[src/rtl/ballot_controller.sv]
// Ballot front end: debounces the officer and candidate keys, allows one vote per issued ballot,
// and keeps saturating audit counters. Define BALLOT_TIMEOUT_EN to compile in the ARMED timeout.
module ballot_controller #(
  parameter int DEBOUNCE_CYCLES = 16,
  parameter int PULSE_CYCLES    = 12,
  parameter int TIMEOUT_CYCLES  = 1000
) (
  input  logic       clock,
  input  logic       reset,
  input  logic       mode,
  input  logic       ballot_req,
  input  logic [3:0] buttons_raw,
  output logic [3:0] vote_pulse,
  output logic       ready_led,
  output logic       reject_led,
  output logic [7:0] ballots_issued,
  output logic [7:0] ballots_cast,
  output logic [7:0] ballots_expired
);

  typedef enum logic [1:0] {IDLE, ARMED, CAST, RELEASE} state_e;

  localparam int DCW = $clog2(DEBOUNCE_CYCLES + 1);
  localparam int PCW = $clog2(PULSE_CYCLES + 1);

  function automatic logic [7:0] sat_inc(input logic [7:0] v);
    return (v == 8'hFF) ? v : v + 8'd1;
  endfunction

  // Bit 4 is the officer key, bits 3:0 the candidate keys.
  logic [4:0]     raw_in;
  logic [4:0]     sync1_q, sync2_q, deb_q, deb_prev_q;
  logic [DCW-1:0] dcnt_q [5];

  assign raw_in = {ballot_req, buttons_raw};

  // NOTE: sequential state uses non-blocking assignments so every flop samples pre-edge values.
  always_ff @(posedge clock or negedge reset) begin
    if (!reset) begin
      sync1_q    <= '0;
      sync2_q    <= '0;
      deb_q      <= '0;
      deb_prev_q <= '0;
      // NOTE: this small counter array is control state, so it is reset like any other register.
      for (int i = 0; i < 5; i++) dcnt_q[i] <= '0;
    end else begin
      sync1_q    <= raw_in;
      sync2_q    <= sync1_q;
      deb_prev_q <= deb_q;
      for (int i = 0; i < 5; i++) begin
        if (sync2_q[i] == deb_q[i]) begin
          dcnt_q[i] <= '0;
        end else if (dcnt_q[i] == DCW'(DEBOUNCE_CYCLES - 1)) begin
          deb_q[i]  <= sync2_q[i];
          dcnt_q[i] <= '0;
        end else begin
          dcnt_q[i] <= dcnt_q[i] + 1'b1;
        end
      end
    end
  end

  logic [3:0] keys;
  logic        key_rise, req_rise, one_key, multi_key, no_key;

  assign keys      = deb_q[3:0];
  assign key_rise  = |(deb_q[3:0] & ~deb_prev_q[3:0]);
  assign req_rise  = deb_q[4] & ~deb_prev_q[4];
  assign one_key   = ($countones(keys) == 1);
  assign multi_key = ($countones(keys) > 1);
  assign no_key    = (keys == 4'b0000);

  state_e         state_q;
  logic [3:0]     pulse_q;
  logic [PCW-1:0] pcnt_q;
  logic           ready_q, reject_q, blocked_q;
  logic [7:0]     issued_q, cast_q;
`ifdef BALLOT_TIMEOUT_EN
  localparam int TCW = $clog2(TIMEOUT_CYCLES + 1);
  logic [TCW-1:0] tmr_q;
  logic [7:0]     expired_q;
`endif

  always_ff @(posedge clock or negedge reset) begin
    if (!reset) begin
      state_q   <= IDLE;
      pulse_q   <= '0;
      pcnt_q    <= '0;
      ready_q   <= 1'b0;
      reject_q  <= 1'b0;
      blocked_q <= 1'b0;
      issued_q  <= '0;
      cast_q    <= '0;
`ifdef BALLOT_TIMEOUT_EN
      tmr_q     <= '0;
      expired_q <= '0;
`endif
    end else begin
      case (state_q)
        IDLE: begin
          if (req_rise && !mode && no_key) begin
            state_q   <= ARMED;
            ready_q   <= 1'b1;
            blocked_q <= 1'b0;
            issued_q  <= sat_inc(issued_q);
`ifdef BALLOT_TIMEOUT_EN
            tmr_q     <= '0;
`endif
          end
        end
        ARMED: begin
`ifdef BALLOT_TIMEOUT_EN
          tmr_q <= tmr_q + 1'b1;
`endif
          // A multi-key press locks out voting until every key is back up.
          if (multi_key) begin
            blocked_q <= 1'b1;
            reject_q  <= 1'b1;
          end else if (no_key) begin
            blocked_q <= 1'b0;
          end
          if (mode) begin
            state_q  <= IDLE;
            ready_q  <= 1'b0;
            reject_q <= 1'b0;
          end else if (key_rise && one_key && !blocked_q) begin
            state_q  <= CAST;
            ready_q  <= 1'b0;
            reject_q <= 1'b0;
            pulse_q  <= keys;
            pcnt_q   <= '0;
            cast_q   <= sat_inc(cast_q);
`ifdef BALLOT_TIMEOUT_EN
          // Fires in the TIMEOUT_CYCLES-th ARMED cycle, so ready_led is high that many cycles.
          end else if (tmr_q == TCW'(TIMEOUT_CYCLES - 1)) begin
            state_q   <= IDLE;
            ready_q   <= 1'b0;
            reject_q  <= 1'b0;
            expired_q <= sat_inc(expired_q);
`endif
          end
        end
        CAST: begin
          if (pcnt_q == PCW'(PULSE_CYCLES - 1)) begin
            pulse_q <= '0;
            state_q <= RELEASE;
          end else begin
            pcnt_q <= pcnt_q + 1'b1;
          end
        end
        RELEASE: begin
          if (no_key) state_q <= IDLE;
        end
        default: state_q <= IDLE;
      endcase
    end
  end

  assign vote_pulse     = pulse_q;
  assign ready_led      = ready_q;
  assign reject_led     = reject_q;
  assign ballots_issued = issued_q;
  assign ballots_cast   = cast_q;
`ifdef BALLOT_TIMEOUT_EN
  assign ballots_expired = expired_q;
`else
  assign ballots_expired = 8'd0;
`endif

endmodule

[config.mk]
export PLATFORM = sky130hd
export DESIGN_NAME = ballot_controller
export DESIGN_NICKNAME = d
export VERILOG_FILES = /design/src/rtl/ballot_controller.sv
export SDC_FILE = /design/constraint.sdc
export NUM_CORES = 1
export LEC_CHECK = 0
export CAP_MARGIN = 20
export CORE_MARGIN = 1
export CORE_UTILIZATION = 37
export DETAILED_ROUTE_END_ITERATION = 7
export PLACE_DENSITY_LB_ADDON = 0.05
export SYNTH_ARGS = -nofsm -noshare
export SYNTH_HDL_FRONTEND = slang
export SYNTH_SLANG_ARGS = --single-unit
[constraint.sdc]
create_clock -name clock -period 7.5 [get_ports clock]
set_input_delay 1.875 -clock clock [delete_from_list [all_inputs] [get_ports clock]]
set_output_delay 1.875 -clock clock [all_outputs]
set_load 0.02 [all_outputs]
Word-level counts from Yosys, hierarchy flattened
Index checks and enable logic that the tools add are counted.

storage, ports and cells
  flip-flop bits (word level) = 74

cells by class
  $add $sub $neg = 11
  order comparisons = 1
  equality and inequality tests = 25
  muxes and demuxes = 35
  bitwise gates (word level) = 12
  reductions and logical operators = 25

operators by type and width
  operator                                                                count
  5-bit two-way mux                                                       10
  32-bit by 2-bit equality test with 1-bit output, second input constant  1
  5-bit by 1-bit adder with 5-bit output, second input constant           5
  5-bit by 4-bit equality test with 1-bit output, second input constant   5
  4-bit two-way mux                                                       6
  8-bit by 1-bit adder with 8-bit output, second input constant           2
  8-bit equality test, second input constant                              2
  4-bit case mux with 2 select lines                                      2
  4-bit AND reduction                                                     4
  2-bit != test, second input constant                                    6
  2-bit AND reduction                                                     6
  2-bit two-way mux                                                       5
  1-bit two-way mux                                                       9
  1-bit inverter                                                          9
  3-bit AND reduction                                                     3
  2-bit case mux with 4 select lines                                      1
  3-bit != test, second input constant                                    2
  1-bit equality test                                                     5
  1-bit by 1-bit adder with 2-bit output                                  2
  4-bit by 1-bit adder with 4-bit output, second input constant           1
  4-bit AND                                                               1
  2-bit equality test, second input constant                              2
  4-bit equality test, second input constant                              1
  1-bit logical AND                                                       4
  other kinds (12)                                                        15

Longest topological paths before layout
Gate-level depths: netlist of run 1.

  depth after elaboration = 8
  mapped depth = 11
  mapped depth without buffers = 11

Worst setup path before layout of run 1
No wires, ideal clock.

  path type = input port to flip-flop
  start = in mode
  end = reg issued_q[2] (netlist: ballots_issued[2])
  library setup time = 0.125 ns
  arrival time = 2.814 ns
  data required time = 7.375 ns
  path slack = 4.561 ns
  stages on the path = 4
  path buffers = 0
  cells stage by stage = nor3b_1 > nor4b_4 > nand2_1 > mux2_2

between the ends
  word-level cells in the longest chain between the ends = 4

RTL lines
  element                               line  RTL
  start, declared                       10    input logic mode,
  1-bit logical NOT                     101   if (req_rise && !mode && no_key) begin
  1-bit logical AND (2 in a row)        101
  3-bit AND reduction (no source line)  --
  end signal, assigned                  105   issued_q <= sat_inc(issued_q);
  end, declared                         77    logic [7:0] issued_q, cast_q;

Every way passes these cells.
A chain may end at the register's enable or synchronous reset.

Worst setup path after layout of run 1
  start = reg issued_q[2] (netlist: ballots_issued[2])
  end = out ballots_issued[2]

RTL lines
  element        line  RTL
  end, declared  16    output logic [7:0] ballots_issued,

No word-level cell between the ends.

==> flow_summary.toml, run 1 <==
[outcome]
status = "completed"

[logic_synthesis]
yosys.area_share.adder_pct = 5.71
synthFlopType = "dfrtp_1"
synth_mux_area_share_pct = 2.07
yosysTopAreaCell = "dfrtp_1"
synth_top_family_by_area = "simple AND/OR/NAND/NOR gates"
synth_top_area_share_pct = 57.9
yosys.area_share.simple_pct = 19.0
yosysSeqAreaShare_pct = 57.9
synth.area.top_cells = "dfrtp_1 58%, xor2_1 6.0%, ha_1 5.1%"
ys_top_cells_by_count = "74 x dfrtp_1, 27 x nor2_1, 22 x nand2_1, 22 x xor2_1, 20 x nand3_1"
syn-cell-area_um2 = 3200
synth-seq-cells = 74
async_flop_share_pct = 100
synthXorXnorAreaFrac_pct = 7.39
yosysUniqueCellTypes = 37
synth_edf_count = 0
syn-instance-count = 281
synth.most_common_cell = "dfrtp_1"
postSynthAreaPerCell_um2 = 11.4
synth-compound-area-share_pct = 4.46
yosys_warnings = 0

[critical_path]
start_kind = "flop"
critical_path.top_delay_family = "buffers and inverters"
crit_fanout = 7
path_cells = "clkdlybuf4s50_1"
critical_path_class = "flop to primary output"
arrival_ps = 1430
cp_slowest_cell = "clkdlybuf4s50_1"
endpoint_kind = "primary output"
required_ps = 5620
slowest_delay_ps = 640
path_buf_inv = 1

[global_route]
track_usage_pct = 13.4
antenna_found_initial = 0
grt_pass1_vias = 1948
grt_max_degree = 75
grt_pass1_wl_um = 9110
gr-total-overflow = 0

[clock_tree]
holdBufCountCts = 0
cts_root_buffer = "clkbuf_8"
clockBufferDepth = 2
cts_resized = 0
clk_latency_ps = 340
cts_tree = "yes"
post_cts_buffers = 0
cts_sinks = 74
clk_pin_slew_worst_paths_ps = 70
htree_levels = 3
cts_buffers = 9

[sta]
fmax_mhz = 303
maxSlewViolCount = 0
max_slew_margin_pct = 38.1
fin_skew_ps = 4.36
hold_viol = 0
worst_pin_slew_ps = 928
setup_viol = 0
fin_setup_tns_ps = 0
hold_ws_ps = 352
period_needed_ps = 3300
finalCritPeriodShare_pct = 44.1
rsz0062_at_grt = "false"

[die]
rows = 33
start_util_pct = 38.5
dieArea_um2 = 9020
pin_count = 38
die_h_um = 95.0
die_w_um = 95.0
core_um2 = 8300

[drt]
vias_per_cell = 4.69
antenna_left = 0
routedWlPerCell_um = 12.1
drtPass1Iterations = 4
wl_um = 5180
drc = 0
drtIter0Drc = 68
vias = 2013

[power_and_ir_drop]
peakVddDrop_mv = 0.114
p_leak_uw = 0.00186
powerDensity_nw_per_um2 = 215

[placement]
port_buffers = 29
place_congestion = 0.724
dpl.hpwl_um = 3480

[finish]
drive_above_1_share_pct = 8.33
finish.net_count = 341
syn_to_final_growth_pct = 19.7
antenna_cells = 0
nFillCells = 771

[flow_run]
maxCapViolations = 0

[hold_path]
hold_path_class = "flop to flop"
worst paths after layout:
check                      cells after the start  slack, ps               from                 to
hold reg to reg                                0        350         sync1_q[2]         sync2_q[2]
min in group asynchronous                      1       1640              reset    ballots_cast[3]
setup / recovery                               1       4200  ballots_issued[2]  ballots_issued[2]
setup reg to reg                              11       4470           deb_q[0]    ballots_cast[5]
hold / removal                                 0        350         sync1_q[2]         sync2_q[2]
max in group asynchronous                      1       5230              reset         dcnt_q[10]
cells by family after synthesis:
| logic type | count (synthesis) |
|---|---|
| other cells | 1 |
| fa+ha+maj | 14 |
| xor+xnor | 27 |
| compound gates | 26 |
| mux | 6 |
| buf+inv | 20 |
| simple gates | 113 |
| flops | 74 |
final cells by class:
| type | instances | area, um^2 | share of cell area, % |
|---|---|---|---|
| Timing Repair Buffer | 29 | 288 | 7.51 |
| Inverter | 11 | 41.3 | 1.08 |
| Clock buffer | 11 | 151 | 3.95 |
| Multi-Input combinational cell | 194 | 1270 | 33.1 |
| Tap cell | 105 | 131 | 3.43 |
| Sequential cell | 74 | 1850 | 48.3 |
| Clock inverter | 5 | 100 | 2.61 |
through the flow:
| step | cells | setup WS (ps) | util, % | total power (uW) | area, um^2 |
|---|---|---|---|---|---|
| CTS | 429 | 4170 | 46.2 | 840 | 3830 |
| global route | 429 | 4120 | 46.2 | 862 | 3830 |
| global placement | 413 | 3860 | 43.1 | 452 | 3580 |
| detailed placement | 413 | 3810 | 43.1 | 452 | 3580 |
| finish | 429 | 4200 | 46.2 | 822 | 3830 |
| floorplan | 288 | 4560 | - | 439 | 3230 |
sequential cells by signal, indices dropped and copies added (netlist names), named ones only:
register	flops
pcnt_q	4
vote_pulse	4
dcnt_q	25
state_q	1
ballots_cast	8
blocked_q	1
sync1_q	5
reject_led	1
sync2_q	5
ready_led	1
ballots_issued	8
deb_q	5
deb_prev_q	5
cells in the final DEF, fill, tap and decap left out, types with 3 or more instances in the layout:
cell type        instances
nand4_1                  3
clkbuf_8                11
and2_1                   8
clkdlybuf4s50_1         28
ha_1                    13
xor2_1                  22
mux2_2                   5
nand2_1                 22
dfrtp_1                 74
o21ai_0                 16
nand2b_1                 5
conb_1                   8
nand3_1                 20
nor2_1                  27
inv_1                   11
bufinv_16                3
xnor2_1                  5
and3_1                   8
nor3_1                   4
a21oi_1                  6
where the power goes:
part / internal, uW / total (uW) / switching [uW] / leakage (uW)
sequential: 408 / 414 / 5.98 / 0.000946
clock: 238 / 379 / 141 / 0.000129
combinational: 10.1 / 28.7 / 18.6 / 0.000785
metal layers:
metal / wire length [um] / track usage, % / vias up
li1: - / - / 1005
met1: 2540 / 17.3 / 969
met2: 2400 / 20.1 / 30
met3: 174 / 4.83 / 9
met4: 78 / 6.31 / 0
met5: 0 / 0 / -
Note: power is estimated with default switching activity, not from simulation.
==> inputs of run 2 (changes only) <==
==> constraint.sdc (replaced) <==
create_clock -name clock -period 3.45 [get_ports clock]
set_input_delay 0.8625 -clock clock [delete_from_list [all_inputs] [get_ports clock]]
set_output_delay 0.8625 -clock clock [all_outputs]
set_load 0.02 [all_outputs]
==> run 2 against run 1 <==
- critical path depth increased by 10
- worst setup slack worse by 3700 ps
- sequential share of layout area unchanged
- largest power group unchanged
- global-route usage is 0.35 points lower
- largest cell class unchanged
- critical endpoint is now ballots_cast[5]
- clock skew increased by 1.4 ps
- via count fell by 2.2%
- highest routed layer unchanged
==> flow_summary.toml, run 2 (synthesis gave the netlist of run 1 again) <==
[drt]
routedWlPerCell_um = 11.9
vias = 1969
antenna_left = 0
drc = 0
drtIter0Drc = 50
highest-signal-layer = "met4"
drtPass1Iterations = 4
wl_um = 5090
vias_per_cell = 4.59
wl_met1_um = 2490
wl_met3_um = 180
wl_met2_um = 2330

[critical_path]
arrival_ps = 3190
crit_fanout = 8
required_ps = 3710
endpoint_kind = "flop"
critical_path_class = "flop to flop"
r2r_slack_ps = 520
rr_worst_depth = 11
start_kind = "flop"

[die]
rows = 33
die_w_um = 95.0
start_util_pct = 38.5
die_h_um = 95.0
core_um2 = 8300
dieArea_um2 = 9020
pin_count = 38

[global_route]
antenna_found_initial = 0
track_usage_pct = 13.1
grt_pass1_wl_um = 8830
grt_pass1_vias = 1891
gr-total-overflow = 0
grt_max_degree = 75

[clock_tree]
clk_latency_ps = 340
holdBufCountCts = 0
cts_resized = 0
cts_root_buffer = "clkbuf_8"
cts_tree = "yes"
cts_buffers = 9
post_cts_buffers = 0
clockBufferDepth = 2
htree_levels = 3
clk_pin_slew_worst_paths_ps = 70
cts_sinks = 74

[power_and_ir_drop]
p_leak_uw = 0.00185
intPower_uw = 1410
clockPowerShare_pct = 46.0
p_switching_uw = 371
powerDensity_nw_per_um2 = 465
switching_share_pct = 20.8
peakVddDrop_mv = 0.252
combPwrFrac_pct = 3.5
pwr-share-seq_pct = 50.5

[flow_run]
maxCapViolations = 0

[finish]
finish.net_count = 341
syn_to_final_growth_pct = 19.7
drive_above_1_share_pct = 8.33
antenna_cells = 0
largest_reg_flops = 25
fin_util_pct = 46.2
final_cell_mix = "74 x dfrtp_1, 28 x clkdlybuf4s50_1, 27 x nor2_1"
top_register = "dcnt_q"
layout_commonest_cell = "dfrtp_1"

[sta]
worst_pin_slew_ps = 912
hold_viol = 0
max_slew_margin_pct = 39.2
maxSlewViolCount = 0
rsz0062_at_grt = "false"
finalCritPeriodShare_pct = 85.0
setup_viol = 0
fin_setup_tns_ps = 0
fmax_mhz = 341
fin_skew_ps = 5.81
period_needed_ps = 2930

[placement]
dpl.hpwl_um = 3520
port_buffers = 29
place_congestion = 0.745

[hold_path]
whs_path_depth = 0
hold_path_class = "flop to flop"

[outcome]
status = "completed"
run 2: changes by cell type in the layout (fill, tap and decap cells not counted):
| cell | previous run | this run |
|---|---|---|
| clkbuf_8 | 11 | 10 |
| clkinv_2 | 2 | 0 |
| clkinv_4 | 0 | 1 |
| clkinvlp_4 | 0 | 2 |
run 2: through the flow:
step / hold slack [ps] / total power, uW / setup WS [ps] / instance area (um^2) / std cells
floorplan: 331 / 955 / 762 / 3230 / 288
global placement: 333 / 982 / 584 / 3580 / 413
detailed placement: 335 / 983 / 509 / 3580 / 413
CTS: 353 / 1820 / 483 / 3830 / 429
global route: 358 / 1870 / 243 / 3830 / 429
finish: 351 / 1780 / 519 / 3830 / 429
run 2: worst max-delay path, cell delays in order (launching register included):
cell     delay, ps
dfrtp_1        420
inv_1          120
fa_1           540
inv_1           40
ha_1           180
inv_1           80
ha_1           220
nor3b_1        310
nor2b_1        300
nand4_4        200
nor3_1         260
xor2_1         170
run 2: final timing paths:
kind / from / endpoint
max in group asynchronous: reset / blocked_q
worst min-delay path: sync1_q[0] / sync2_q[0]
worst min register to register: sync1_q[0] / sync2_q[0]
worst max register to register: deb_q[0] / ballots_cast[5]
worst max-delay path: deb_q[0] / ballots_cast[5]
min in group asynchronous: reset / ballots_cast[4]
run 2: routing by layer:
metal	track usage (%)	vias up
met4	6.06	0
li1	-	1003
met5	0	-
met3	3.95	7
met2	19.7	32
met1	17.3	927
run 2: power groups by stage:
stage / Clock (uW) / Sequential [uW] / Combinational (uW)
after floorplan: 0 / 915 / 39.9
after global placement: 0 / 917 / 65.0
after detailed placement: 0 / 917 / 65.1
after CTS: 851 / 900 / 65.3
after global routing: 888 / 903 / 75.3
final: 819 / 900 / 62.3
run 2: cell type report:
cell class                 count  area [um^2]
clock buffer                  10          138
clock inverter                 6          114
fill                         789         4470
inverter                      11         41.3
multi-input combinational    194         1270
sequential                    74         1850
tap                          105          131
timing repair buffer          29          288
